<file path="src/rtl/uart_word_framer_pkg.sv">
// uart_word_framer_pkg
// Shared types and constants for the UART word framer slice.
//   state_e    : framer FSM state encoding (IDLE=0, LO=1, HI=2, CHK=3)
//   byte_t     : one received UART byte
//   DEFAULT_*  : default sync marker and 100 ms inter-byte timeout at 50 MHz
//   checksum8  : frame checksum, (lo + hi) mod 256
package uart_word_framer_pkg;

    typedef enum logic [1:0] {
        ST_IDLE = 2'd0,
        ST_LO   = 2'd1,
        ST_HI   = 2'd2,
        ST_CHK  = 2'd3
    } state_e;

    typedef logic [7:0] byte_t;

    localparam byte_t DEFAULT_SYNC_BYTE      = 8'hA5;
    localparam int    DEFAULT_TIMEOUT_CYCLES = 5_000_000;
    localparam int    DEFAULT_TO_W           = 23;

    // Eight-bit addition wraps naturally, giving the mod-256 sum.
    function automatic byte_t checksum8(input byte_t lo, input byte_t hi);
        return lo + hi;
    endfunction

endpackage

</file>
<file path="src/rtl/uart_word_framer_if.sv">
// uart_word_framer_if
// Byte-in / word-out bundle between the UART receiver, the framer and the
// display register.
//   rx_data, rx_ready : byte and async byte-ready from the baud-domain receiver
//   word              : last good 16-bit word {hi, lo}
//   word_valid        : one-cycle strobe, word just updated
//   chk_err           : one-cycle strobe, frame rejected on checksum
//   timeout           : one-cycle strobe, frame abandoned on inter-byte timeout
//   busy              : framer is inside a frame
// master drives the bytes and observes results; slave is the framer.
interface uart_word_framer_if;
    import uart_word_framer_pkg::*;

    byte_t       rx_data;
    logic        rx_ready;
    logic [15:0] word;
    logic        word_valid;
    logic        chk_err;
    logic        timeout;
    logic        busy;

    modport master (
        output rx_data, rx_ready,
        input  word, word_valid, chk_err, timeout, busy
    );

    modport slave (
        input  rx_data, rx_ready,
        output word, word_valid, chk_err, timeout, busy
    );

endinterface

</file>
<file path="src/rtl/uart_word_framer_sync_edge.sv">
// uart_word_framer_sync_edge
// Two-flop synchroniser plus rising-edge detector for an asynchronous level
// or pulse. Emits exactly one clk-wide pulse per rising edge of async_i, no
// matter how long async_i stays high. Reusable for buttons and other strobes.
//   clk     : system clock
//   rst_n   : asynchronous active-low reset
//   async_i : asynchronous input
//   pulse_o : one-cycle pulse, high the cycle after the synchronised rise
module uart_word_framer_sync_edge (
    input  logic clk,
    input  logic rst_n,
    input  logic async_i,
    output logic pulse_o
);

    logic s1_q;
    logic s2_q;
    logic s3_q;

    // s1/s2 resolve metastability; s3 holds the previous synchronised value
    // so that a rise can be detected.
    always_ff @(posedge clk or negedge rst_n) begin
        if (!rst_n) begin
            s1_q <= 1'b0;
            s2_q <= 1'b0;
            s3_q <= 1'b0;
        end else begin
            s1_q <= async_i;
            s2_q <= s1_q;
            s3_q <= s2_q;
        end
    end

    assign pulse_o = s2_q & ~s3_q;

endmodule

</file>
<file path="src/rtl/uart_word_framer.sv">
// uart_word_framer
// Framed, checksummed, self-resynchronising word receiver. Hunts for
// SYNC_BYTE, then takes lo, hi and a checksum byte; a good frame updates
// word and strobes word_valid, a bad one strobes chk_err. A gap longer than
// TIMEOUT_CYCLES inside a frame abandons it and strobes timeout.
//   clk   : system clock (50 MHz)
//   rst_n : asynchronous active-low reset
//   bus   : slave side of uart_word_framer_if (bytes in, word and strobes out)
module uart_word_framer
    import uart_word_framer_pkg::*;
#(
    parameter byte_t SYNC_BYTE      = DEFAULT_SYNC_BYTE,
    parameter int    TIMEOUT_CYCLES = DEFAULT_TIMEOUT_CYCLES,
    parameter int    TO_W           = DEFAULT_TO_W
) (
    input  logic                clk,
    input  logic                rst_n,
    uart_word_framer_if.slave   bus
);

    localparam logic [TO_W-1:0] TO_LAST = TO_W'(TIMEOUT_CYCLES - 1);

    logic        byte_stb;
    byte_t       byte_q;
    logic        byte_vld_q;

    state_e      state_q,      state_d;
    byte_t       lo_q,         lo_d;
    byte_t       hi_q,         hi_d;
    logic [15:0] word_q,       word_d;
    logic        word_valid_q, word_valid_d;
    logic        chk_err_q,    chk_err_d;
    logic        timeout_q,    timeout_d;
    logic        busy_q;
    logic [TO_W-1:0] to_cnt_q, to_cnt_d;

    uart_word_framer_sync_edge u_sync_edge (
        .clk     (clk),
        .rst_n   (rst_n),
        .async_i (bus.rx_ready),
        .pulse_o (byte_stb)
    );

    // Capture the byte on its strobe. The FSM works from this registered
    // copy and the delayed strobe so byte and strobe are always aligned.
    always_ff @(posedge clk or negedge rst_n) begin
        if (!rst_n) begin
            byte_q     <= '0;
            byte_vld_q <= 1'b0;
        end else begin
            byte_vld_q <= byte_stb;
            if (byte_stb) begin
                byte_q <= bus.rx_data;
            end
        end
    end

    // State, frame fields, outputs and timeout counter registers.
    always_ff @(posedge clk or negedge rst_n) begin
        if (!rst_n) begin
            state_q      <= ST_IDLE;
            lo_q         <= '0;
            hi_q         <= '0;
            word_q       <= '0;
            word_valid_q <= 1'b0;
            chk_err_q    <= 1'b0;
            timeout_q    <= 1'b0;
            busy_q       <= 1'b0;
            to_cnt_q     <= '0;
        end else begin
            state_q      <= state_d;
            lo_q         <= lo_d;
            hi_q         <= hi_d;
            word_q       <= word_d;
            word_valid_q <= word_valid_d;
            chk_err_q    <= chk_err_d;
            timeout_q    <= timeout_d;
            busy_q       <= (state_d != ST_IDLE);
            to_cnt_q     <= to_cnt_d;
        end
    end

    // Frame FSM. A received byte always takes priority over timeout expiry,
    // and expiry forces IDLE, which clears the counter, so it never wraps.
    always_comb begin
        state_d      = state_q;
        lo_d         = lo_q;
        hi_d         = hi_q;
        word_d       = word_q;
        word_valid_d = 1'b0;
        chk_err_d    = 1'b0;
        timeout_d    = 1'b0;

        if (state_q == ST_IDLE || byte_vld_q) begin
            to_cnt_d = '0;
        end else begin
            to_cnt_d = to_cnt_q + TO_W'(1);
        end

        if (byte_vld_q) begin
            case (state_q)
                ST_IDLE: begin
                    if (byte_q == SYNC_BYTE) begin
                        state_d = ST_LO;
                    end
                end
                ST_LO: begin
                    lo_d    = byte_q;
                    state_d = ST_HI;
                end
                ST_HI: begin
                    hi_d    = byte_q;
                    state_d = ST_CHK;
                end
                ST_CHK: begin
                    state_d = ST_IDLE;
                    if (byte_q == checksum8(lo_q, hi_q)) begin
                        word_d       = {hi_q, lo_q};
                        word_valid_d = 1'b1;
                    end else begin
                        chk_err_d = 1'b1;
                    end
                end
                default: begin
                    state_d = ST_IDLE;
                end
            endcase
        end else if (state_q != ST_IDLE && to_cnt_q == TO_LAST) begin
            state_d   = ST_IDLE;
            timeout_d = 1'b1;
            to_cnt_d  = '0;
        end
    end

    assign bus.word       = word_q;
    assign bus.word_valid = word_valid_q;
    assign bus.chk_err    = chk_err_q;
    assign bus.timeout    = timeout_q;
    assign bus.busy       = busy_q;

endmodule

</file>
<file path="src/flat_wrapper.sv">
// flat-port wrapper written by rule: the top's interface ports become plain ports
module uart_word_framer_flat import uart_word_framer_pkg::*;
#(
    parameter byte_t SYNC_BYTE      = DEFAULT_SYNC_BYTE,
    parameter int    TIMEOUT_CYCLES = DEFAULT_TIMEOUT_CYCLES,
    parameter int    TO_W           = DEFAULT_TO_W
)
  (clk, rst_n, bus_rx_data, bus_rx_ready, bus_word, bus_word_valid, bus_chk_err, bus_timeout, bus_busy);
  uart_word_framer_if bus_i ();
  input  logic clk;
  input  logic rst_n;
  input wire logic [$bits(bus_i.rx_data)-1:0] bus_rx_data;
  input wire logic [$bits(bus_i.rx_ready)-1:0] bus_rx_ready;
  output wire logic [$bits(bus_i.word)-1:0] bus_word;
  output wire logic [$bits(bus_i.word_valid)-1:0] bus_word_valid;
  output wire logic [$bits(bus_i.chk_err)-1:0] bus_chk_err;
  output wire logic [$bits(bus_i.timeout)-1:0] bus_timeout;
  output wire logic [$bits(bus_i.busy)-1:0] bus_busy;
  assign bus_i.rx_data = bus_rx_data;
  assign bus_i.rx_ready = bus_rx_ready;
  assign bus_word = bus_i.word;
  assign bus_word_valid = bus_i.word_valid;
  assign bus_chk_err = bus_i.chk_err;
  assign bus_timeout = bus_i.timeout;
  assign bus_busy = bus_i.busy;
  uart_word_framer #(.SYNC_BYTE(SYNC_BYTE), .TIMEOUT_CYCLES(TIMEOUT_CYCLES), .TO_W(TO_W)) u_core (.clk(clk), .rst_n(rst_n), .bus(bus_i));
endmodule
</file>
<file path="config.mk">
export PLATFORM = sky130hd
export DESIGN_NAME = uart_word_framer_flat
export DESIGN_NICKNAME = d
export VERILOG_FILES = /design/src/rtl/uart_word_framer_pkg.sv /design/src/rtl/uart_word_framer_if.sv /design/src/rtl/uart_word_framer_sync_edge.sv /design/src/rtl/uart_word_framer.sv /design/src/flat_wrapper.sv
export SDC_FILE = /design/constraint.sdc
export NUM_CORES = 1
export LEC_CHECK = 0
export BUFFER_PORTS_ARGS = -buffer_cell sky130_fd_sc_hd__buf_2
export CORE_ASPECT_RATIO = 0.75
export CORE_MARGIN = 10
export CORE_UTILIZATION = 35
export CTS_BUF_LIST = sky130_fd_sc_hd__clkbuf_16
export CTS_CLUSTER_SIZE = 25
export DETAILED_ROUTE_END_ITERATION = 8
export PLACE_DENSITY_LB_ADDON = 0.3
export SLEW_MARGIN = 20
export SYNTH_ARGS = -nofsm -noshare
export SYNTH_HDL_FRONTEND = slang
export SYNTH_SLANG_ARGS = --single-unit
</file>
<file path="constraint.sdc">
create_clock -name clk -period 4.1 [get_ports clk]
set_clock_uncertainty 0.1 [all_clocks]
set_input_delay 0 -clock clk [delete_from_list [all_inputs] [get_ports clk]]
set_output_delay 0 -clock clk [all_outputs]
set_load 0.02 [all_outputs]
</file>
# Word-level counts from Yosys, hierarchy flattened
# Index checks and enable logic that the tools add are counted.
# classes
n_eq_ne,6
bitwise_logic,2
n_reduce_logical,8
muxes,15
addsub,2
# ops
op,n
2-to-1 mux 23 bit,3
adder 23 x 1 -> 23 bit (second input constant),1
equality test 23 bit (second input constant),1
adder 8 bit,1
equality test 8 bit,1
equality test 8 bit (second input constant),1
2-to-1 mux 1 bit,8
one-hot mux 2 bit (4 select lines),1
2-to-1 mux 2 bit,3
equality test 2 bit (second input constant),2
AND reduction 2 bit,2
nonzero test 2 bit,2
AND reduction 3 bit,1
equality test 2 x 1 -> 1 bit (second input constant),1
logical NOT 2 bit,1
bitwise AND 1 bit,1
logical AND 1 bit,1
logical OR 1 bit,1
inverter 1 bit,1
# totals
word_cells,47
reg_bits,73
out_inout_bits,20

# Longest topological paths before layout
# logic_depth
ltp_word,5
ltp_mapped,9

# Cells and area by module
# Synthesis repeated with hierarchy kept, for this count alone.
# hier_totals
hier_cells,288
area_unflattened_um2,3499.6
# modules_own_cells
mod,seq_area_each_um2,cells_per_inst,area_each_um2,n_inst
uart_word_framer,1751.7,284,3410.8,1
uart_word_framer_sync_edge,75.1,4,88.8,1

# Worst setup path after synthesis
# Ideal clock, no wire load.
# synth_timing
path_kind,register -> register
start,register u_core.hi_q[0]
end,register u_core.word_q[10] (netlist: u_core.bus.word[10])
path_stages_with_launch,10
slack_ns,1.176
period_less_slack_ns,2.924
n_path_buf,1
t_required_ns,3.875
setup_ns,0.125
t_arrival_ns,2.698
cell_sequence,dfrtp_1 > ha_1 > fa_1 > and3_1 > nor2_2 > xnor2_1 > or4_4 > nor4_4 > buf_8 > mux2_4
# synth_between
elab_chain_len,3
# synth_lines
item,line_no,rtl
from (decl),uart_word_framer.sv:29,"byte_t hi_q, hi_d;"
from (signal assigned),uart_word_framer.sv:73,hi_q <= hi_d;
adder 8 bit,uart_word_framer_pkg.sv:24,return lo + hi;
equality test 8 bit,uart_word_framer.sv:117,"if (byte_q == checksum8(lo_q, hi_q)) begin"
AND reduction 3 bit (no line),n/a,
to (signal assigned),uart_word_framer.sv:74,word_q <= word_d;
to (decl),uart_word_framer.sv:30,"logic [15:0] word_q, word_d;"
# No other way between the ends.
# A chain may end at the register's enable or synchronous reset.

# Worst setup path in the final report
# layout_timing
start,register u_core.hi_q[0]
end,register u_core.word_q[2] (netlist: u_core.bus.word[2])
# Same word-level chain as after synthesis.

==> flow_summary_export.csv <==
group,metric,value,unit
synthesis,yosysUniqueCellTypes,39,
setup_path,startpoint_type,"register",
layout,num-fill-cells,928,
clock_tree,post_cts_resized,0,
place,gp_congestion,0.757,
clock_tree,clkSlewWorstSetupHoldPaths,0.05,ns
synthesis,yosys-top-cells-count,"73 x dfrtp_1, 30 x mux2_2, 28 x nor2_1",
timing,fmax,0.322,GHz
setup_path,crit_required,4.22,ns
timing,rsz0062_at_grt,"no",
clock_tree,post_cts_buffers,0,
die,start_util,0.358,
layout,drive_gt1_frac,0.270,
global_route,antenna_found_initial,0,
route,detail_route.wl_per_cell,14.8,µm
route,route.detailed.drc,0,
place,port_buffers,30,
setup_path,endpoint_kind,"register",
layout,area_growth,18.7,%
layout,finish.utilization,0.425,
synthesis,async_reset_ff_frac,1.00,
synthesis,syn_nets,307,
layout,final_nets,353,
timing,tightest_slew,0.906,ns
global_route,grt.overflow.total,0,
hold_path,whs_path_depth,2,
route,totalWireLength,6860,µm
place,hpwlAfterDp,4800,µm
route,via_per_inst,4.86,
global_route,first_global_vias,2244,
clock_tree,cts_tree,"built",
setup_path,r2r_start,"u_core.hi_q[0]$_DFFE_PN0P_",
die,rows,31,
synthesis,synthCells,283,
setup_path,r2r_slack,0.99,ns
hold_path,hold_start,"bus_rx_ready",
hold_path,hp-class,"input pin to register",
layout,diodes,0,
setup_path,critPathMaxFanout,14,
job,maxCapViolCount,0,
die,die_x,135,µm
power,p_per_area,612,nW/µm²
synthesis,avgSynthCellArea,12.2,µm²
timing,worst_slack,0.992,ns
setup_path,r2r_cells,9,
clock_tree,insertion_delay,0.33,ns
route,vias,2258,
global_route,grtUsageTotal,0.103,
synthesis,ys.flop_type,"dfrtp_1",
clock_tree,htree_levels,3,
clock_tree,cts.path.max_buffers,2,
timing,finalCritPeriodShare,0.758,
power,peakVddDrop,0.235,mV
timing,slew_viol_final,0,
synthesis,synth_top_area_cell,"dfrtp_1",
layout,multiInputGateArea,1580,µm²
timing,setup-tns-final,0,ns
clock_tree,cts_sinks,73,
global_route,grt_max_degree,74,
route,drtAntennaViolNets,0,
layout,seqCellArea,1830,µm²
global_route,grt_first_pass_wirelength,11700,µm
setup_path,critPathKind,"register to register",
timing,slew_headroom,0.395,
timing,finalSetupViolCount,0,
synthesis,yosysMostFrequentCell,"dfrtp_1",
die,coreArea,9660,µm²
synthesis,yosysWarnings,0,
clock_tree,cts_made_buffers,9,
layout,design_area,4100,µm²
timing,hold_violations,0,
clock_tree,cts_root_buf,"clkbuf_16",
synthesis,synth-seq-cells,73,
die,io_pins,31,
synthesis,synth_top_area_frac,0.528,
clock_tree,ctsHoldBuffers,10,
run_status,status,"finished, final reports clean",
power,p_leak,1.90,nW
synthesis,yosys-top-cells-area,"dfrtp_1 53%, mux2_2 9.8%, xor2_1 5.1%",
timing,period_minus_slack,3.11,ns
synthesis,yosysSeqAreaShare,0.528,
setup_path,cp_data_arrival_time,3.22,ns
route,drt-pass1-iter-count,4,
place,pre_cts_slack,0.992,ns
place,placed_cell_area,3750,µm²
synthesis,synth_edf_count,0,
hold_path,min_to,"u_core.u_sync_edge.s1_q$_DFF_PN0_",
setup_path,r2r-end,"u_core.bus.word[2]$_DFFE_PN0P_",
die,die-area,14300,µm²
synthesis,post_synth_instance_area,3460,µm²
die,die_h,106,µm
route,dr.first_iter.drc_count,146,
[layout make-up]
class / instances / area share
Tap cell: 132 / 0.0403
Multi-Input combinational cell: 200 / 0.385
Inverter: 4 / 0.00366
Sequential cell: 73 / 0.445
Timing Repair Buffer: 41 / 0.0634
Clock buffer: 9 / 0.0549
Clock inverter: 6 / 0.00701
[how the worst max path moves through the flow]
stage | from | endpoint | slack [ns] | cells past startpoint
floorplan | u_core.hi_q[0]$_DFFE_PN0P_ | u_core.bus.word[10]$_DFFE_PN0P_ | 1.18 | 9
global placement | u_core.hi_q[0]$_DFFE_PN0P_ | u_core.bus.word[0]$_DFFE_PN0P_ | 1.05 | 9
detailed placement | u_core.hi_q[0]$_DFFE_PN0P_ | u_core.bus.word[5]$_DFFE_PN0P_ | 0.99 | 9
CTS | u_core.hi_q[0]$_DFFE_PN0P_ | u_core.bus.word[1]$_DFFE_PN0P_ | 0.96 | 9
global route | u_core.hi_q[0]$_DFFE_PN0P_ | u_core.bus.word[1]$_DFFE_PN0P_ | 0.82 | 9
finish | u_core.hi_q[0]$_DFFE_PN0P_ | u_core.bus.word[2]$_DFFE_PN0P_ | 0.99 | 9
[layout by cell type, fill, tap and decap left out, drive strengths merged]
master       count
xor2            21
clkinvlp         1
a21oi            7
and4             1
a21o             4
nand4            4
o21ai            6
clkinv           3
buf             31
nor2b            1
and2             1
mux2            40
or3              1
and3             6
mux2i            2
o31ai            1
nand4b           1
a31oi            1
nor4b            2
nor4             3
dfrtp           73
xnor2           12
nor2            29
clkbuf           9
nor3             8
inv              6
or4bb            2
ha              12
dlygate4sd3     10
or4              4
fa               1
or2              2
nand3           14
nand2           14
[critical path, cell delays in order, from the launching register on]
cell and delay [ns]:
dfrtp_1 0.39, ha_1 0.25, fa_1 0.40, and3_1 0.19
nor2_2 0.10, xnor2_1 0.07, or4_4 0.54, nor4_4 0.23
buf_4 0.33, mux2_2 0.36
[per-stage QoR]
step           instances  hold slack [ns]  total power, W
2_1_floorplan        283           -0.396         0.00164
3_3_place_gp         440           0.0115         0.00182
3_5_place_dp         440           0.0118         0.00183
4_1_cts              465            0.192         0.00254
5_1_grt              465            0.221         0.00269
6_report             465            0.209         0.00251
[kinds of logic (layout without fill, tap and decap cells)]
group,count (synthesis),after routing,share of synthesized area
buffers and inverters,10,60,0.0141
adders and majority gates,13,13,0.0492
AOI/OAI and AO/OA,19,19,0.0329
and+or+nand+nor,93,93,0.143
muxes,42,42,0.147
xor gates and xnor gates,33,33,0.0858
DFF,73,73,0.528
[per-layer routing]
layer,global-route usage,share of wire,vias up
li1,-,-,1086
met1,0.140,0.50,1112
met2,0.142,0.42,49
met3,0.0461,0.057,11
met4,0.0349,0.019,0
met5,0,0,-
[power breakdown]
group	switching, W	leakage, nW	total (W)	internal [W]
registers	0.000125	0.955	0.000972	0.000847
logic	0.000463	0.811	0.000863	0.000400
clock network	0.000279	0.131	0.000676	0.000396
[sequential cells by signal, summed over array words and instances, names as in the netlist]
register and flops:
u_core.to_cnt_q 23, u_core.bus.word 16, u_core.byte_q 8, u_core.hi_q 8, u_core.lo_q 8, u_core.state_q 2
u_core.bus.busy 1, u_core.bus.chk_err 1, u_core.bus.timeout 1, u_core.bus.word_valid 1, u_core.byte_vld_q 1, u_core.u_sync_edge.s1_q 1
u_core.u_sync_edge.s2_q 1, u_core.u_sync_edge.s3_q 1
No activity file was read; power rests on OpenSTA's default activity.
